<file path="src/rtl/wb_flop_pkg.sv">
`default_nettype none
// ============================================================================
//  Module      : wb_flop_pkg
//  Description : Shared constants and helpers for the elastic flop pipeline.
//                DEFAULT_WIDTH / DEFAULT_DEPTH  - default bank geometry
//                clog2_cnt(depth)               - bits needed to hold a
//                                                 population count 0..depth
//  Revision    : 1.0  initial release
// ============================================================================
package wb_flop_pkg;

    localparam int DEFAULT_WIDTH = 8;
    localparam int DEFAULT_DEPTH = 2;

    // Width of a counter that must represent every value from 0 to depth
    // inclusive; never narrower than one bit.
    function automatic int clog2_cnt(input int depth);
        return (depth < 1) ? 1 : $clog2(depth + 1);
    endfunction

endpackage
`default_nettype wire

</file>
<file path="src/rtl/dff_pipe_if.sv">
`default_nettype none
// ============================================================================
//  Module      : dff_pipe_if
//  Description : Valid/ready stream bundle around a dff_pipe bank.
//                in_valid/in_ready/in_data    - upstream handshake
//                out_valid/out_ready/out_data - downstream handshake
//                count                        - occupied stage count
//                master : the side that feeds and drains the pipeline
//                slave  : the pipeline itself
//  Revision    : 1.0  initial release
// ============================================================================
interface dff_pipe_if #(
    parameter int WIDTH = wb_flop_pkg::DEFAULT_WIDTH,
    parameter int DEPTH = wb_flop_pkg::DEFAULT_DEPTH
);
    import wb_flop_pkg::*;

    localparam int CNT_W = clog2_cnt(DEPTH);

    logic             in_valid;
    logic             in_ready;
    logic [WIDTH-1:0] in_data;
    logic             out_valid;
    logic             out_ready;
    logic [WIDTH-1:0] out_data;
    logic [CNT_W-1:0] count;

    modport master (
        output in_valid, in_data, out_ready,
        input  in_ready, out_valid, out_data, count
    );

    modport slave (
        input  in_valid, in_data, out_ready,
        output in_ready, out_valid, out_data, count
    );

endinterface
`default_nettype wire

</file>
<file path="src/rtl/dff_pipe_stage.sv">
`default_nettype none
// ============================================================================
//  Module      : dff_pipe_stage
//  Description : One elastic stage: a valid bit plus an enable-gated data
//                register.
//                clk    in  clock, rising edge
//                clear  in  synchronous flush (reset or clr)
//                load   in  capture d_in and become valid
//                drain  in  current word leaves this stage
//                d_in   in  WIDTH  incoming word
//                valid  out stage occupied
//                d_out  out WIDTH  held word
//  Revision    : 1.0  initial release
// ============================================================================
module dff_pipe_stage
    import wb_flop_pkg::*;
#(
    parameter int               WIDTH    = DEFAULT_WIDTH,
    parameter logic [WIDTH-1:0] RST_VAL  = '0,
    parameter bit               RST_DATA = 1'b1
) (
    input  wire logic             clk,
    input  wire logic             clear,
    input  wire logic             load,
    input  wire logic             drain,
    input  wire logic [WIDTH-1:0] d_in,
    output logic                  valid,
    output logic [WIDTH-1:0]      d_out
);

    // A load in the same cycle as a drain keeps the stage occupied: the
    // outgoing word is replaced by the incoming one.
    always_ff @(posedge clk) begin
        if (clear) begin
            valid <= 1'b0;
        end else if (load) begin
            valid <= 1'b1;
        end else if (drain) begin
            valid <= 1'b0;
        end
    end

    if (RST_DATA) begin : g_rst_data
        always_ff @(posedge clk) begin
            if (clear) begin
                d_out <= RST_VAL;
            end else if (load) begin
                d_out <= d_in;
            end
        end
    end else begin : g_hold_data
        // No reset value: the register only ever changes on a real load,
        // and a flush cycle suppresses loads so the old word is kept.
        always_ff @(posedge clk) begin
            if (load && !clear) begin
                d_out <= d_in;
            end
        end
    end

endmodule
`default_nettype wire

</file>
<file path="src/rtl/dff_pipe.sv">
`default_nettype none
// ============================================================================
//  Module      : dff_pipe
//  Description : DEPTH-stage, WIDTH-bit elastic register pipeline with
//                valid/ready flow control and bubble collapse.
//                clk    in  clock, rising edge
//                rst_n  in  synchronous active-low reset
//                en     in  global enable, 0 freezes all state
//                clr    in  synchronous flush, active-high
//                pipe   slave side of dff_pipe_if (handshakes + count)
//                Stage 0 is the input side, stage DEPTH-1 drives out_data.
//  Revision    : 1.0  initial release
// ============================================================================
module dff_pipe
    import wb_flop_pkg::*;
#(
    parameter int               WIDTH    = DEFAULT_WIDTH,
    parameter int               DEPTH    = DEFAULT_DEPTH,
    parameter logic [WIDTH-1:0] RST_VAL  = '0,
    parameter bit               RST_DATA = 1'b1
) (
    input  wire logic clk,
    input  wire logic rst_n,
    input  wire logic en,
    input  wire logic clr,
    dff_pipe_if.slave pipe
);

    localparam int               CNT_W   = clog2_cnt(DEPTH);
    localparam logic [CNT_W-1:0] CNT_ONE = CNT_W'(1);

    logic             go;
    logic             flush;
    logic [DEPTH-1:0] v;
    logic [DEPTH-1:0] adv;
    logic [DEPTH-1:0] load;
    logic [WIDTH-1:0] d [DEPTH];
    logic             room;
    logic             in_ready_c;
    logic             in_fire;
    logic             out_fire;
    logic [CNT_W-1:0] count_r;

    // Reset must also silence the handshakes, so it gates movement the
    // same way en does.
    assign go    = en & rst_n;
    assign flush = ~rst_n | clr;

    // Ready chain, evaluated from the output side back to the input.
    // 'room' is "the stage downstream of i will be free after this edge":
    // out_ready for the last stage, otherwise ~v[i+1] | adv[i+1].
    always_comb begin
        adv  = '0;
        room = pipe.out_ready;
        for (int i = DEPTH - 1; i >= 0; i--) begin
            adv[i] = go & v[i] & room;
            room   = ~v[i] | adv[i];
        end
    end

    assign in_ready_c = go & ~clr & room;
    assign in_fire    = pipe.in_valid & in_ready_c;
    assign out_fire   = adv[DEPTH-1];

    // A stage advancing is exactly its successor loading.
    always_comb begin
        load    = '0;
        load[0] = in_fire;
        for (int i = 1; i < DEPTH; i++) begin
            load[i] = adv[i-1];
        end
    end

    for (genvar gi = 0; gi < DEPTH; gi++) begin : g_stage
        logic [WIDTH-1:0] d_in;

        if (gi == 0) begin : g_head
            assign d_in = pipe.in_data;
        end else begin : g_body
            assign d_in = d[gi-1];
        end

        dff_pipe_stage #(
            .WIDTH    (WIDTH),
            .RST_VAL  (RST_VAL),
            .RST_DATA (RST_DATA)
        ) u_stage (
            .clk   (clk),
            .clear (flush),
            .load  (load[gi]),
            .drain (adv[gi]),
            .d_in  (d_in),
            .valid (v[gi]),
            .d_out (d[gi])
        );
    end

    // Occupancy tracks transfers rather than re-counting v[], so it stays a
    // plain up/down register.
    always_ff @(posedge clk) begin
        if (!rst_n || clr) begin
            count_r <= '0;
        end else if (in_fire && !out_fire) begin
            count_r <= count_r + CNT_ONE;
        end else if (!in_fire && out_fire) begin
            count_r <= count_r - CNT_ONE;
        end
    end

    assign pipe.in_ready  = in_ready_c;
    assign pipe.out_valid = go & v[DEPTH-1];
    assign pipe.out_data  = d[DEPTH-1];
    assign pipe.count     = count_r;

endmodule
`default_nettype wire
</file>
<file path="src/flat_wrapper.sv">
// flat-port wrapper written by rule: the top's interface ports become plain ports
module dff_pipe_flat import wb_flop_pkg::*;
#(
    parameter int               WIDTH    = DEFAULT_WIDTH,
    parameter int               DEPTH    = DEFAULT_DEPTH,
    parameter logic [WIDTH-1:0] RST_VAL  = '0,
    parameter bit               RST_DATA = 1'b1
)
  (clk, rst_n, en, clr, pipe_in_valid, pipe_in_data, pipe_out_ready, pipe_in_ready, pipe_out_valid, pipe_out_data, pipe_count);
  dff_pipe_if #(.WIDTH(WIDTH), .DEPTH(DEPTH)) pipe_i ();
  input  wire logic clk;
  input  wire logic rst_n;
  input  wire logic en;
  input  wire logic clr;
  input wire logic [$bits(pipe_i.in_valid)-1:0] pipe_in_valid;
  input wire logic [$bits(pipe_i.in_data)-1:0] pipe_in_data;
  input wire logic [$bits(pipe_i.out_ready)-1:0] pipe_out_ready;
  output wire logic [$bits(pipe_i.in_ready)-1:0] pipe_in_ready;
  output wire logic [$bits(pipe_i.out_valid)-1:0] pipe_out_valid;
  output wire logic [$bits(pipe_i.out_data)-1:0] pipe_out_data;
  output wire logic [$bits(pipe_i.count)-1:0] pipe_count;
  assign pipe_i.in_valid = pipe_in_valid;
  assign pipe_i.in_data = pipe_in_data;
  assign pipe_i.out_ready = pipe_out_ready;
  assign pipe_in_ready = pipe_i.in_ready;
  assign pipe_out_valid = pipe_i.out_valid;
  assign pipe_out_data = pipe_i.out_data;
  assign pipe_count = pipe_i.count;
  dff_pipe #(.WIDTH(WIDTH), .DEPTH(DEPTH), .RST_VAL(RST_VAL), .RST_DATA(RST_DATA)) u_core (.clk(clk), .rst_n(rst_n), .en(en), .clr(clr), .pipe(pipe_i));
endmodule
</file>
<file path="config.mk">
export PLATFORM = sky130hd
export DESIGN_NAME = dff_pipe_flat
export DESIGN_NICKNAME = d
export VERILOG_FILES = /design/src/rtl/wb_flop_pkg.sv /design/src/rtl/dff_pipe_if.sv /design/src/rtl/dff_pipe_stage.sv /design/src/rtl/dff_pipe.sv /design/src/flat_wrapper.sv
export SDC_FILE = /design/constraint.sdc
export NUM_CORES = 1
export LEC_CHECK = 0
export BUFFER_PORTS_ARGS = -buffer_cell sky130_fd_sc_hd__buf_4
export CAP_MARGIN = 20
export CORE_MARGIN = 2
export CORE_UTILIZATION = 33
export DETAILED_ROUTE_END_ITERATION = 8
export GPL_TIMING_DRIVEN = 0
export HOLD_SLACK_MARGIN = 0.15
export MAX_ROUTING_LAYER = met4
export SLEW_MARGIN = 20
export SYNTH_ARGS = -nofsm -noshare
export SYNTH_HDL_FRONTEND = slang
export SYNTH_SLANG_ARGS = --single-unit
</file>
<file path="constraint.sdc">
create_clock -name clk -period 5.56 [get_ports clk]
set_input_delay 1.39 -clock clk [delete_from_list [all_inputs] [get_ports clk]]
set_output_delay 1.39 -clock clk [all_outputs]
set_load 0.02 [all_outputs]
</file>
==> results.json <==
{
  "fin_tns_setup_ns": 0,
  "most_used_cells_in_the_layout_excluding_fill_and_tap_cells": "buf_4 (26), dfxtp_1 (20), nand2_1 (19), mux2i_1 (16), inv_1 (9)",
  "clkSlewWorstSetupHoldPaths_ns": 0.12,
  "drt-pass1-iter-count": 2,
  "synth.yosys.seq_area_share_pct": 48.8,
  "drtAntennaViolNets": 0,
  "synth-compound-area-share_pct": 2.74,
  "clock_latency_ns": 0.30,
  "muxShareOfSynthArea_pct": 19.5,
  "cts.sinks": 20,
  "fp.coreArea_um2": 2410,
  "synth.ff_latch_count": 20,
  "gp_congestion": 0.638,
  "maximum_number_of_pins_on_one_net_before_global_route_repair": 13,
  "grt_setup_unrepaired": "no",
  "cts.htree.levels": 1,
  "data_arrival_time_of_the_critical_path_ns": 2.16,
  "cp_data_required_time_ns": 4.17,
  "num_antenna_cells": 0,
  "synth_fa_ha_area_share_pct": 1.52,
  "final.period_utilization_pct": 63.8,
  "tritoncts": "built",
  "yosys.area.top_type": "dfxtp_1",
  "die_area_um2": 2900,
  "routedWlPerCell_um": 10.4,
  "row_count": 18,
  "cts_hold_buf": 0,
  "cellPowerDensity_nw_per_um2": 260,
  "worstSetupEndpointType": "output pin",
  "cts_inserted_buffers": 3,
  "mappedNetlistNets": 102,
  "hp-class": "register to register",
  "gr-total-overflow": 0,
  "yosys.area_share.simple_pct": 17.8,
  "first_pass_grt_wire_length_um": 2400,
  "slew-limit-headroom_pct": 75.6,
  "die_height_um": 53.9,
  "grt_pass1_vias": 570,
  "cts_setup_buffers": 0,
  "post_route_cells_drive_above_1_share_pct": 27.6,
  "status": "finished clean",
  "fin_worst_skew_ns": 0.00451,
  "setup_viol_count_final": 0,
  "synth_area_um2": 821,
  "initial_utilization_pct": 34.1,
  "period_minus_ws_final_ns": 3.55,
  "critical_path_class": "primary input to output pin",
  "yosysWarningCount": 0,
  "timing_max_transition_violations_final": 0,
  "worst-slew-pin-transition_ns": 0.364,
  "grt_antenna_before_repair": 0,
  "vias_per_cell": 4.59,
  "seq_power_share_pct": 51.1,
  "fin_worst_hold_slack_ns": 0.468,
  "num_io_pins": 26,
  "ys_types": 21,
  "max_freq_ghz": 0.282,
  "final_common_cell": "buf_4",
  "worst_setup_path_start_kind": "primary input",
  "clockRootBuffer": "clkbuf_4",
  "irDropWorstVdd_mv": 0.150,
  "cts_resized": 0,
  "num_vias": 670,
  "grtUsageTotal_pct": 12.1,
  "switchingPower_w": 0.0000567,
  "detail_route.iter0.violations": 8,
  "maxCapViolCount": 0,
  "synth-xor-area-share_pct": 2.13,
  "post_synth_main_area_contributors": "dfxtp_1 (49%), mux2i_1 (20%), nand2_1 (8.7%), inv_1 (4.1%), xor2_1 (2.1%)",
  "critical_path.max_fanout": 10,
  "drcViolationCount": 0,
  "synth_top_area_share_pct": 48.8,
  "synth_top_family_by_area": "multiplexers",
  "comb_power_share_pct": 7.2,
  "final_nets": 132,
  "intPower_w": 0.000229,
  "report.final.hold_viol_count": 0,
  "clock_power_share_pct": 41.7,
  "die_w_um": 53.9,
  "routed_wirelength_um": 1520,
  "dp_hpwl_um": 1130,
  "clockBufferDepth": 2,
  "net_switching_share_of_the_total_power_pct": 19.8,
  "setup.reg_to_reg.worst_slack_ns": 3.82,
  "postSynthAreaPerCell_um2": 9.43,
  "area_added_between_synthesis_and_finish_pct": 33.8,
  "leakage_nw": 0.582,
  "io_buffers": 25,
  "postSynthCellCount": 87
}
[worst max-delay path: stages]
cell	delay (ns)
buf_4	0.13
and2b_1	0.15
buf_4	0.16
and3_1	0.18
buf_4	0.15
[registers in the layout, indices dropped and copies added (netlist names)]
name / flops
u_core.g_stage.u_stage.d_out: 16
u_core.g_stage.u_stage.valid: 2
u_core.pipe.count: 2
[area by class of cell]
type                       instances  area, um2
buffer                             4       27.5
clock buffer                       3       22.5
clock inverter                     1       30.0
fill                             249       1310
inverter                           9       33.8
multi-input combinational         54        359
sequential                        20        400
tap                               30       37.5
timing repair buffer              25        188
[final timing paths]
path | from | endpoint | cells after the start
setup / recovery | rst_n | pipe_in_ready | 5
setup reg to reg | u_core.g_stage[0].u_stage.valid$_SDFFE_PP0P_ | u_core.pipe.count[1]$_SDFFE_PP0P_ | 7
hold reg to reg | u_core.g_stage[1].u_stage.d_out[5]$_SDFFE_PP0P_ | u_core.g_stage[1].u_stage.d_out[5]$_SDFFE_PP0P_ | 2
hold / removal | u_core.g_stage[1].u_stage.d_out[5]$_SDFFE_PP0P_ | u_core.g_stage[1].u_stage.d_out[5]$_SDFFE_PP0P_ | 2
[routing by layer]
layer / up-vias / routed length, um / global-route usage [%]
li1: 344 / - / -
met1: 314 / 636 / 13.9
met2: 12 / 803 / 19.3
met3: 0 / 81 / 3.61
met4: 0 / 0 / 5.13
met5: - / 0 / -
[power groups by stage]
stage / Sequential [W] / Combinational (W) / Clock [W]
2_1_floorplan: 0.000149 / 0.00000968 / 0
3_3_place_gp: 0.000149 / 0.0000204 / 0
3_5_place_dp: 0.000149 / 0.0000207 / 0
4_1_cts: 0.000146 / 0.0000209 / 0.000123
5_1_grt: 0.000146 / 0.0000226 / 0.000127
6_report: 0.000146 / 0.0000205 / 0.000119
[stage by stage]
| step | instances | total power [W] | util (%) | area, um2 | worst slack (ns) |
|---|---|---|---|---|---|
| final | 146 | 0.000286 | 45.6 | 1100 | 2.01 |
| after global placement | 142 | 0.000170 | 43.4 | 1050 | 2.02 |
| after detailed placement | 142 | 0.000170 | 43.4 | 1050 | 2.01 |
| after global routing | 146 | 0.000296 | 45.6 | 1100 | 1.98 |
| after CTS | 146 | 0.000290 | 45.6 | 1100 | 2.01 |
| after floorplan | 87 | 0.000159 | - | 821 | 2.21 |
[cell usage after synthesis]
| library cell | n |
|---|---|
| clkbuf_1 | 1 |
| ha_1 | 1 |
| nor2_1 | 2 |
| or3_1 | 1 |
| xor2_1 | 2 |
| mux2i_1 | 16 |
| buf_4 | 1 |
| o21ai_0 | 2 |
| nand4_1 | 2 |
| dfxtp_1 | 20 |
| and4_1 | 1 |
| nand2_1 | 19 |
| nand2b_1 | 2 |
| a22oi_1 | 1 |
| inv_1 | 9 |
| and2b_1 | 1 |
| buf_2 | 1 |
| a21oi_1 | 1 |
| and3_1 | 2 |
| nand3b_1 | 1 |
| buf_6 | 1 |
[cells by family (layout without fill, tap and decap cells)]
logic type / after synthesis / count (layout)
mux: 16 / 16
flops: 20 / 20
fa+ha+maj: 1 / 1
simple gates: 31 / 31
buf+inv: 13 / 42
xor+xnor: 2 / 2
compound gates: 4 / 4
No activity file was read; power rests on OpenSTA's default activity.
